===== src/rtl/cc_pkg.sv =====
// Shared types and constants for the cache-controller miss/refill path.
// Line geometry is derived from the tag/index/offset split of a 32-bit address.
package cc_pkg;

   localparam int unsigned TAG_W  = 17;
   localparam int unsigned IDX_W  = 9;
   localparam int unsigned OFF_W  = 6;
   localparam int unsigned MEM_DW = 64;
   localparam int unsigned LINE_W = (2 ** OFF_W) * 8;
   localparam int unsigned BEATS  = LINE_W / MEM_DW;
   localparam int unsigned CNT_W  = $clog2(BEATS);

   localparam logic [1:0] AXI_BURST_INCR = 2'b01;
   localparam logic [1:0] AXI_RESP_OKAY  = 2'b00;
   localparam logic [2:0] AXI_SIZE_8B    = 3'b011;
   localparam logic [3:0] AXI_LEN_LINE   = 4'(BEATS - 1);

   typedef enum logic [1:0] {
      IDLE,
      REQ,
      RECV,
      FILL
   } cc_fill_state_e;

endpackage


===== src/rtl/cc_line_buffer.sv =====
// Line assembly buffer: BEATS slots of MEM_DW bits, one slot written per beat,
// presented as a flat line with slot k at bits [k*MEM_DW +: MEM_DW].
module cc_line_buffer
   import cc_pkg::*;
(
   input  logic              clk,
   input  logic              rst,
   input  logic              i_wr_en,
   input  logic [CNT_W-1:0]  i_wr_slot,
   input  logic [MEM_DW-1:0] i_wr_data,
   output logic [LINE_W-1:0] o_line
);

   logic [MEM_DW-1:0] r_slot [BEATS];

   always_ff @(posedge clk) begin
      if (rst) begin
         for (int k = 0; k < BEATS; k++) begin
            r_slot[k] <= '0;
         end
      end else if (i_wr_en) begin
         r_slot[i_wr_slot] <= i_wr_data;
      end
   end

   for (genvar g = 0; g < BEATS; g++) begin : g_flat
      assign o_line[g*MEM_DW +: MEM_DW] = r_slot[g];
   end

endmodule


===== src/rtl/cc_miss_fill_fsm.sv =====
// Cache-line refill sequencer: pops one miss, issues one INCR read burst, assembles
// the beats and writes line plus tag into the arrays in a single FILL cycle.
module cc_miss_fill_fsm
   import cc_pkg::*;
(
   input  logic              clk,
   input  logic              rst,
   input  logic              miss_req_valid_i,
   input  logic [TAG_W-1:0]  miss_req_tag_i,
   input  logic [IDX_W-1:0]  miss_req_index_i,
   output logic              miss_req_ready_o,
   output logic [31:0]       mem_araddr_o,
   output logic [3:0]        mem_arlen_o,
   output logic [2:0]        mem_arsize_o,
   output logic [1:0]        mem_arburst_o,
   output logic              mem_arvalid_o,
   input  logic              mem_arready_i,
   input  logic [MEM_DW-1:0] mem_rdata_i,
   input  logic [1:0]        mem_rresp_i,
   input  logic              mem_rlast_i,
   input  logic              mem_rvalid_i,
   output logic              mem_rready_o,
   output logic              fill_wren_o,
   output logic [IDX_W-1:0]  fill_index_o,
   output logic [TAG_W-1:0]  fill_tag_o,
   output logic [LINE_W-1:0] fill_data_o,
   output logic              fill_err_o,
   output logic              busy_o
);

   cc_fill_state_e     r_state;
   cc_fill_state_e     w_state_next;
   logic [TAG_W-1:0]   r_tag;
   logic [IDX_W-1:0]   r_index;
   logic [CNT_W-1:0]   r_cnt;
   logic               r_err;

   logic               w_accept;
   logic               w_ar_hs;
   logic               w_r_hs;
   logic               w_last_beat;
   logic               w_beat_err;

   assign w_accept    = (r_state == IDLE) && miss_req_valid_i;
   assign w_ar_hs     = (r_state == REQ) && mem_arready_i;
   assign w_r_hs      = (r_state == RECV) && mem_rvalid_i;
   assign w_last_beat = (r_cnt == CNT_W'(BEATS - 1));
   // rlast is only checked for consistency; the beat count alone ends the burst.
   assign w_beat_err  = (mem_rresp_i != AXI_RESP_OKAY) || (mem_rlast_i != w_last_beat);

   always_ff @(posedge clk) begin
      if (rst) begin
         r_state <= IDLE;
      end else begin
         r_state <= w_state_next;
      end
   end

   always_ff @(posedge clk) begin
      if (rst) begin
         r_tag   <= '0;
         r_index <= '0;
         r_cnt   <= '0;
         r_err   <= 1'b0;
      end else begin
         if (w_accept) begin
            r_tag   <= miss_req_tag_i;
            r_index <= miss_req_index_i;
            r_err   <= 1'b0;
         end
         if (w_ar_hs) begin
            r_cnt <= '0;
         end
         if (w_r_hs) begin
            r_cnt <= r_cnt + CNT_W'(1);
            if (w_beat_err) begin
               r_err <= 1'b1;
            end
         end
      end
   end

   always_comb begin
      w_state_next     = r_state;
      miss_req_ready_o = 1'b0;
      mem_arvalid_o    = 1'b0;
      mem_rready_o     = 1'b0;
      fill_wren_o      = 1'b0;
      fill_err_o       = 1'b0;
      case (r_state)
         IDLE: begin
            // Held low while reset is asserted so nothing is popped during reset.
            miss_req_ready_o = !rst;
            if (miss_req_valid_i) begin
               w_state_next = REQ;
            end
         end
         REQ: begin
            mem_arvalid_o = 1'b1;
            if (mem_arready_i) begin
               w_state_next = RECV;
            end
         end
         RECV: begin
            mem_rready_o = 1'b1;
            if (mem_rvalid_i && w_last_beat) begin
               w_state_next = FILL;
            end
         end
         FILL: begin
            fill_wren_o  = 1'b1;
            fill_err_o   = r_err;
            w_state_next = IDLE;
         end
         default: w_state_next = IDLE;
      endcase
   end

   assign mem_araddr_o  = {r_tag, r_index, {OFF_W{1'b0}}};
   assign mem_arlen_o   = AXI_LEN_LINE;
   assign mem_arsize_o  = AXI_SIZE_8B;
   assign mem_arburst_o = AXI_BURST_INCR;
   assign fill_index_o  = r_index;
   assign fill_tag_o    = r_tag;
   assign busy_o        = (r_state != IDLE);

   cc_line_buffer u_line_buffer (
      .clk       (clk),
      .rst       (rst),
      .i_wr_en   (w_r_hs),
      .i_wr_slot (r_cnt),
      .i_wr_data (mem_rdata_i),
      .o_line    (fill_data_o)
   );

endmodule


===== config.mk =====
export PLATFORM = sky130hd
export DESIGN_NAME = cc_miss_fill_fsm
export DESIGN_NICKNAME = d
export VERILOG_FILES = /design/src/rtl/cc_pkg.sv /design/src/rtl/cc_line_buffer.sv /design/src/rtl/cc_miss_fill_fsm.sv
export SDC_FILE = /design/constraint.sdc
export NUM_CORES = 1
export LEC_CHECK = 0
export CORE_AREA = 2 2 264 266
export CTS_BUF_LIST = sky130_fd_sc_hd__clkbuf_16
export DETAILED_ROUTE_END_ITERATION = 10
export DIE_AREA = 0 0 266 268
export SYNTH_ARGS = -nofsm -noshare
export SYNTH_HDL_FRONTEND = slang
export SYNTH_SLANG_ARGS = --single-unit

===== constraint.sdc =====
create_clock -name clk -period 3.36 [get_ports clk]
set_clock_uncertainty 0.15 [all_clocks]
set_input_delay 0.336 -clock clk [delete_from_list [all_inputs] [get_ports clk]]
set_output_delay 0.336 -clock clk [all_outputs]
set_load 0.01 [all_outputs]

After elaboration in Yosys (flattened, before gate mapping)
Memory sizes are Yosys's and may differ from the RTL's.
Index checks and enable logic that the tools add are counted.
{ "totals": {"word_cells": 49, "output_inout_bits": 585, "n_memories": 1, "register_bits": 32, "ram_bits": 512} }
{ "classes": {"n_eq_ne": 8, "reduce_logical": 12, "n_mux": 22, "addsub": 1} }
{ "mem_list": {"columns": ["name", "depth", "word_bits", "read_ports", "rd_ports_with_merged_regs", "write_ports", "line_no", "source"], "rows": [
  ["u_line_buffer.r_slot", 8, 64, 8, 0, 8, "cc_line_buffer.sv:14", "logic [MEM_DW-1:0] r_slot [BEATS];"]
]} }
{ "op_table": {"columns": ["cell", "n"], "rows": [
  ["$mux W64", 1],
  ["$reduce_or A64 Y1", 1],
  ["$mux W1", 14],
  ["$mux W3", 3],
  ["$pmux W2 S4", 1],
  ["$mux W2", 3],
  ["$reduce_bool A2 Y1", 3],
  ["$eq A2 B2 Y1 const B", 2],
  ["$logic_and A1 B1 Y1", 4],
  ["$ne A2 B2 Y1 const B", 2],
  ["$add A3 B1 Y3 const B", 1],
  ["$eq A3 B3 Y1 const B", 1],
  ["$reduce_and A3 Y1", 1],
  ["$eq A2 B1 Y1 const B", 1],
  ["$logic_not A2 Y1", 1],
  ["$ne A2 B1 Y1 const B", 1],
  ["$logic_not A1 Y1", 1],
  ["$logic_or A1 B1 Y1", 1],
  ["$ne A1 B1 Y1", 1]
]} }

Depth between registers and ports, before layout
{ "depth": {"word_depth": 7, "ltp_mapped": 8, "mapped_depth_nobuf": 5} }

Modules after synthesis
Synthesis repeated with hierarchy kept, for this count alone.
{ "unflattened": {"hier_cells": 1412, "area_unflattened_um2": 20847.5} }
{ "by_module_without_submodules": {"columns": ["module", "cells_per_inst", "n_inst", "area_each_um2"], "rows": [
  ["cc_line_buffer", 1213, 1, 19109.6],
  ["cc_miss_fill_fsm", 199, 1, 1737.9]
]} }

Worst setup path after synthesis
OpenSTA, ideal clock, no wires.
{ "synth_timing": {"kind": "register to register", "startpoint": "register r_state[0]", "endpoint": "memory u_line_buffer.r_slot[0][0] (enable)", "t_required_ns": 2.816, "synth_period_minus_slack_ns": 2.672, "setup_time_ns": 0.394, "stages_incl_launch_ff": 8, "path_slack_ns": 0.688, "arrival_time_ns": 2.128, "path_buffers": 2, "path_cell_list": "dfxtp_1 -> inv_1 -> ha_1 -> buf_2 -> nand4bb_4 -> nor3_2 -> buf_2 -> or2_2"} }
{ "synth_lines": {"columns": ["item", "line_no", "source"], "rows": [
  ["from (decl)", "cc_miss_fill_fsm.sv:31", "cc_fill_state_e r_state;"],
  ["from (signal assigned)", "cc_miss_fill_fsm.sv:55", "r_state <= w_state_next;"],
  ["to (decl)", "cc_line_buffer.sv:14", null]
]} }

Final worst setup path
{ "layout_timing": {"startpoint": "register r_state[0]", "endpoint": "output mem_rready_o"} }
{ "layout_between": {"elab_chain_len": 2} }
{ "layout_lines": {"columns": ["item", "line_no", "source"], "rows": [
  ["$eq A2 B2 Y1", "cc_miss_fill_fsm.sv:90", "case (r_state)"],
  ["$mux W1", "cc_miss_fill_fsm.sv:90", null],
  ["to (decl)", "cc_miss_fill_fsm.sv:22", "output logic mem_rready_o,"]
]} }
Every way passes these cells.

==> metrics.yaml <==
end_kind: "primary output"
final_max_slew_viol_count: 0
tightestPinTransition_ns: 0.937
drc: 0
area_delta_synth_final_pct: 45.1
yosysSeqAreaShare_pct: 77.8
num-fill-cells: 6061
rsz0062_at_grt: "no"
antenna_found_initial: 2
drtIter0Drc: 927
synth_most_common_cell: "and2_1"
post-route-period-util_pct: 78.5
overflow: 0
wl_met2_um: 33200
holdBufCountCts: 0
finalHoldViolCount: 0
synth_top_area_share_pct: 74.6
syn_area_um2: 20600
path_clk_slew_ns: 0.06
p_total_mw: 15.6
grt_start_max_net_pins: 65
stdcell_count: 2888
cts_tree: "yes"
viasPerCell: 4.42
first_pass_iters: 5
powerDensity_nw_per_um2: 523
wl_met1_um: 25500
totalWireLength_um: 66000
hpwl_um: 43200
hold_class: "in2reg"
track_usage_pct: 17.9
reg2reg_setup_slack_ns: 0.89
cp-start-kind: "flop"
die_w_um: 266
reg2reg_to: "u_line_buffer.r_slot[0][44]"
num_rows: 96
clock_path_buffers: 3
layout-drive-gt1-share_pct: 6.49
cp-startpoint: "r_state[0]"
initial_core_util_pct: 30.2
ios: 683
yosys.area.top_type: "edfxtp_1"
reg2reg_from: "r_state[0]"
final_antenna_net_count: 0
leakage_nw: 10.9
syn_avg_cell_area_um2: 15.8
numCtsBuffers: 57
highest_layer: "met5"
path_max_fanout: 8
ys_ff_latch: 544
wl_met3_um: 5370
arrival_ns: 2.15
grt_first_pass_wirelength_um: 92500
synth-main-ff-cell: "edfxtp_1"
clkLatencyLatePin_ns: 0.60
gp_congestion: 0.806
nets: 2061
setup_tns_ns: 0
dpl.cell_count: 2779
synth-edff-count: 512
ir_worst_vdd_v: 0.000371
cts.htree.levels: 2
crit_type: "reg2out"
cp.required_ns: 2.87
post-route-min-period_ns: 2.64
synthDistinctLibCells: 28
syn_inst: 1301
r2r_cells: 6
via_count: 12800
relSlewSlack_pct: 37.4
core-area_um2: 68200
synthArstFlopShare_pct: 0
crit_end: "mem_rready_o"
utilization_pct: 43.8
clkSinkCount: 544
cts_setup_buffers: 0
status: "complete, no violations"
wl_per_cell_um: 22.8
cts-root-buf: "clkbuf_16"
die-area_um2: 71300
port_buffers: 667
ys_top_cells_by_area: "edfxtp_1 75%, and2_1 16%, dfxtp_1 3.1%, buf_4 1.6%, nand2_1 1.0%"
synth-warning-count: 0
maxCapViolCount: 0
post_cts_resized: 0
fmax_mhz: 379
synth.top_cells.by_count: "514 x and2_1, 512 x edfxtp_1, 56 x nand2_1"
setup_viol: 0
die_height_um: 268
first_global_vias: 13000
## metal layers
layer,global-route usage [%],vias to the layer above
li1,-,5735
met1,21.2,6297
met2,31.4,624
met3,4.84,108
met4,5.82,2
met5,0,-
## worst min path at each step
stage | start | end | depth (start not counted)
after floorplan | r_err | r_err | 2
after global placement | fill_tag_o[10] | fill_tag_o[10] | 2
after detailed placement | r_err | r_err | 2
after CTS | miss_req_tag_i[6] | fill_tag_o[6] | 3
after global routing | miss_req_tag_i[9] | fill_tag_o[9] | 3
final | miss_req_tag_i[6] | fill_tag_o[6] | 3
## area by class of cell
| type | instances | area, µm² | area share, % |
|---|---|---|---|
| timing repair buffer | 691 | 6930 | 23.2 |
| antenna | 2 | 5.00 | 0.0168 |
| sequential | 544 | 16000 | 53.6 |
| clock inverter | 50 | 318 | 1.06 |
| clock buffer | 57 | 1430 | 4.77 |
| inverter | 3 | 11.3 | 0.0377 |
| tap | 882 | 1100 | 3.69 |
| multi-input combinational | 659 | 4070 | 13.6 |
## per-stage QoR
| stage | setup WS, ns | hold WS, ns | area [µm²] |
|---|---|---|---|
| 3_3_place_gp | 0.620 | 0.310 | 28100 |
| 4_1_cts | 0.677 | 0.0883 | 29900 |
| 6_report | 0.724 | 0.133 | 29900 |
| 5_1_grt | 0.628 | 0.102 | 29900 |
| 2_1_floorplan | 0.688 | 0.282 | 20600 |
| 3_5_place_dp | 0.549 | 0.314 | 28100 |
## cell usage in the layout (no fill, tap or decap), types with 3 or more instances in the layout
cell | Yosys | final
inv_6 | 0 | 3
buf_12 | 0 | 6
clkinvlp_4 | 0 | 8
dfxtp_1 | 32 | 32
nand2_1 | 56 | 56
clkinv_4 | 0 | 3
nor2_1 | 10 | 4
and2_1 | 514 | 514
edfxtp_1 | 512 | 512
nor2_4 | 0 | 6
a21oi_1 | 28 | 28
clkinv_1 | 0 | 14
clkdlybuf4s50_1 | 0 | 667
clkbuf_16 | 0 | 57
or2_4 | 0 | 8
buf_4 | 45 | 18
nand2b_1 | 6 | 6
clkinv_2 | 0 | 14
inv_1 | 3 | 9
conb_1 | 2 | 15
ha_1 | 7 | 7
## critical path, cell delays in order (launching register included)
cell	delay, ns
dfxtp_1	0.35
inv_1	0.12
ha_1	0.27
buf_4	0.20
clkdlybuf4s50_1	0.61
## power breakdown
group | switching, mW | internal [mW] | leakage, nW | total (mW)
combinational | 0.967 | 0.862 | 4.52 | 1.83
sequential | 0.143 | 7.72 | 5.55 | 7.86
clock | 2.68 | 3.25 | 0.866 | 5.93
## registers in the layout (all words and copies together), names as in the netlist
signal / count
fill_index_o: 9
fill_tag_o: 17
r_cnt: 3
r_err: 1
r_state: 2
u_line_buffer.r_slot: 512
## cell families (layout without fill, tap and decap cells)
| logic type | Yosys count | count (layout) | synth area share, % |
|---|---|---|---|
| simple gates | 600 | 600 | 17.6 |
| flops | 544 | 544 | 77.8 |
| buf+inv | 111 | 801 | 3.12 |
| compound gates | 35 | 35 | 0.960 |
| fa+ha+maj | 7 | 7 | 0.425 |
| other cells | 2 | 17 | 0.0365 |
| xor+xnor | 1 | 1 | 0.0425 |
| mux | 1 | 1 | 0.0486 |
(Power assumes the default switching activity.)
==> RTL edit: new RTL, config.mk and constraints unchanged <==
Re-encode `cc_fill_state_e` (4 states) as Gray code, 2 bits wide.
--- a/src/rtl/cc_pkg.sv
+++ b/src/rtl/cc_pkg.sv
@@ -16,10 +16,10 @@
    localparam logic [3:0] AXI_LEN_LINE   = 4'(BEATS - 1);
 
    typedef enum logic [1:0] {
-      IDLE,
-      REQ,
-      RECV,
-      FILL
+      IDLE = 2'b00,
+      REQ  = 2'b01,
+      RECV = 2'b11,
+      FILL = 2'b10
    } cc_fill_state_e;
 
 endpackage
Check against the original RTL: same outputs for any inputs over 4 cycles, from zero or initial values and one cycle with rst high; so few cycles prove little.
==> RTL edit against the original RTL <==
Combinational power shrank 35%; count of clock-buffer cells in the layout grew 1; worst setup slack gained 0.066 ns; total power shrank 0.99%; worst hold slack gained 0.073 ns; sequential cell count is the same; area after synthesis grew 0.49%; routed wire length shrank 4.2%; design area grew 0.77%; first-iteration DRC count shrank 4.3%; critical endpoint is now fill_err_o; largest cell class unchanged; highest routed layer unchanged.
==> RTL edit: results (changes against the original RTL) <==
Rel. slew slack -> 44.7% (+7.3 points)
Placed insts -> 2745 (-1.2%)
Vias in the first global route -> 12500 (-3.8%)
Cell count of the worst reg-to-reg path -> 4 (-2)
Post-synthesis sequential area ratio -> 77.4% (-0.38 points)
Global routing usage on met2 -> 29.8% (-1.6 points)
Avg Synthesized Cell Area -> 16.4 sq um (+3.4%)
Grt met3 use -> 4.52% (-0.32 points)
WL/cell -> 22.1 um (-3.0%)
Critical Path AT -> 2.08 ns (-0.07 ns)
Distinct cells, synth -> 31 (+11%)
Pleak -> 11.1 nW (+1.7%)
Net Switching -> 3.41 mW (-10%)
Post-synth top cells -> and2_1 (514), edfxtp_1 (512), buf_4 (52)
Routability Congestion -> 0.762 (-5.5%)
First-pass GRT wire length -> 89000 um (-3.8%)
Vias per cell -> 4.34 (-1.9%)
Routing usage on met1 -> 20.5% (-0.76 points)
Status -> finished clean
Xor and xnor area share after synthesis -> 0.0423% (-0.00021 points)
Iteration-0 DRC Markers -> 887 (-4.3%)
Worst Setup SP -> r_state[1]
Synth area leaders -> edfxtp_1 (74%), and2_1 (16%), dfxtp_1 (3.1%), buf_4 (1.9%), mux2i_1 (1.3%)
Met2 wire len -> 32100 um (-3.1%)
WL met3 -> 4610 um (-14%)
Hold path start -> miss_req_tag_i[11]
Cell Area, Synth -> 20700 sq um (+0.49%)
## RTL edit: cell count changes after synthesis, moves of 3 or more
| cell | unedited run | this run |
|---|---|---|
| buf_2 | 4 | 20 |
| ha_1 | 7 | 2 |
| nor4_4 | 0 | 3 |
| clkbuf_1 | 18 | 12 |
| clkbuf_2 | 41 | 10 |
| nand2_1 | 56 | 2 |
| mux2i_1 | 1 | 26 |
| buf_4 | 45 | 52 |
| buf_6 | 0 | 13 |
| nor2_1 | 10 | 31 |
| nand2b_1 | 6 | 1 |
| a21oi_1 | 28 | 1 |
## RTL edit: final cells by class
cell class | count | area [sq um]
Inverter | 4 | 15.0
Clock buffer | 58 | 1450
Fill cell | 6031 | 38100
Antenna cell | 1 | 2.50
Sequential cell | 544 | 16000
Clock inverter | 49 | 503
Multi-Input combinational cell | 622 | 4040
Timing Repair Buffer | 693 | 6970
Tap cell | 882 | 1100
## RTL edit: power groups by stage
stage	clock [mW]	sequential (mW)	combinational, mW
CTS	6.70	7.72	1.22
floorplan	0	7.98	0.223
global route	6.95	7.74	1.25
finish	6.56	7.72	1.19
detailed placement	0	7.86	1.21
global placement	0	7.86	1.20
## RTL edit: through the flow
| stage | total power [mW] | setup slack, ns | instance area (sq um) | hold slack, ns |
|---|---|---|---|---|
| 2_1_floorplan | 8.20 | 0.869 | 20700 | 0.299 |
| 3_3_place_gp | 9.06 | 0.587 | 28100 | 0.348 |
| 3_5_place_dp | 9.08 | 0.556 | 28100 | 0.356 |
| 4_1_cts | 15.6 | 0.738 | 30100 | 0.164 |
| 5_1_grt | 15.9 | 0.653 | 30100 | 0.185 |
| 6_report | 15.5 | 0.790 | 30100 | 0.206 |
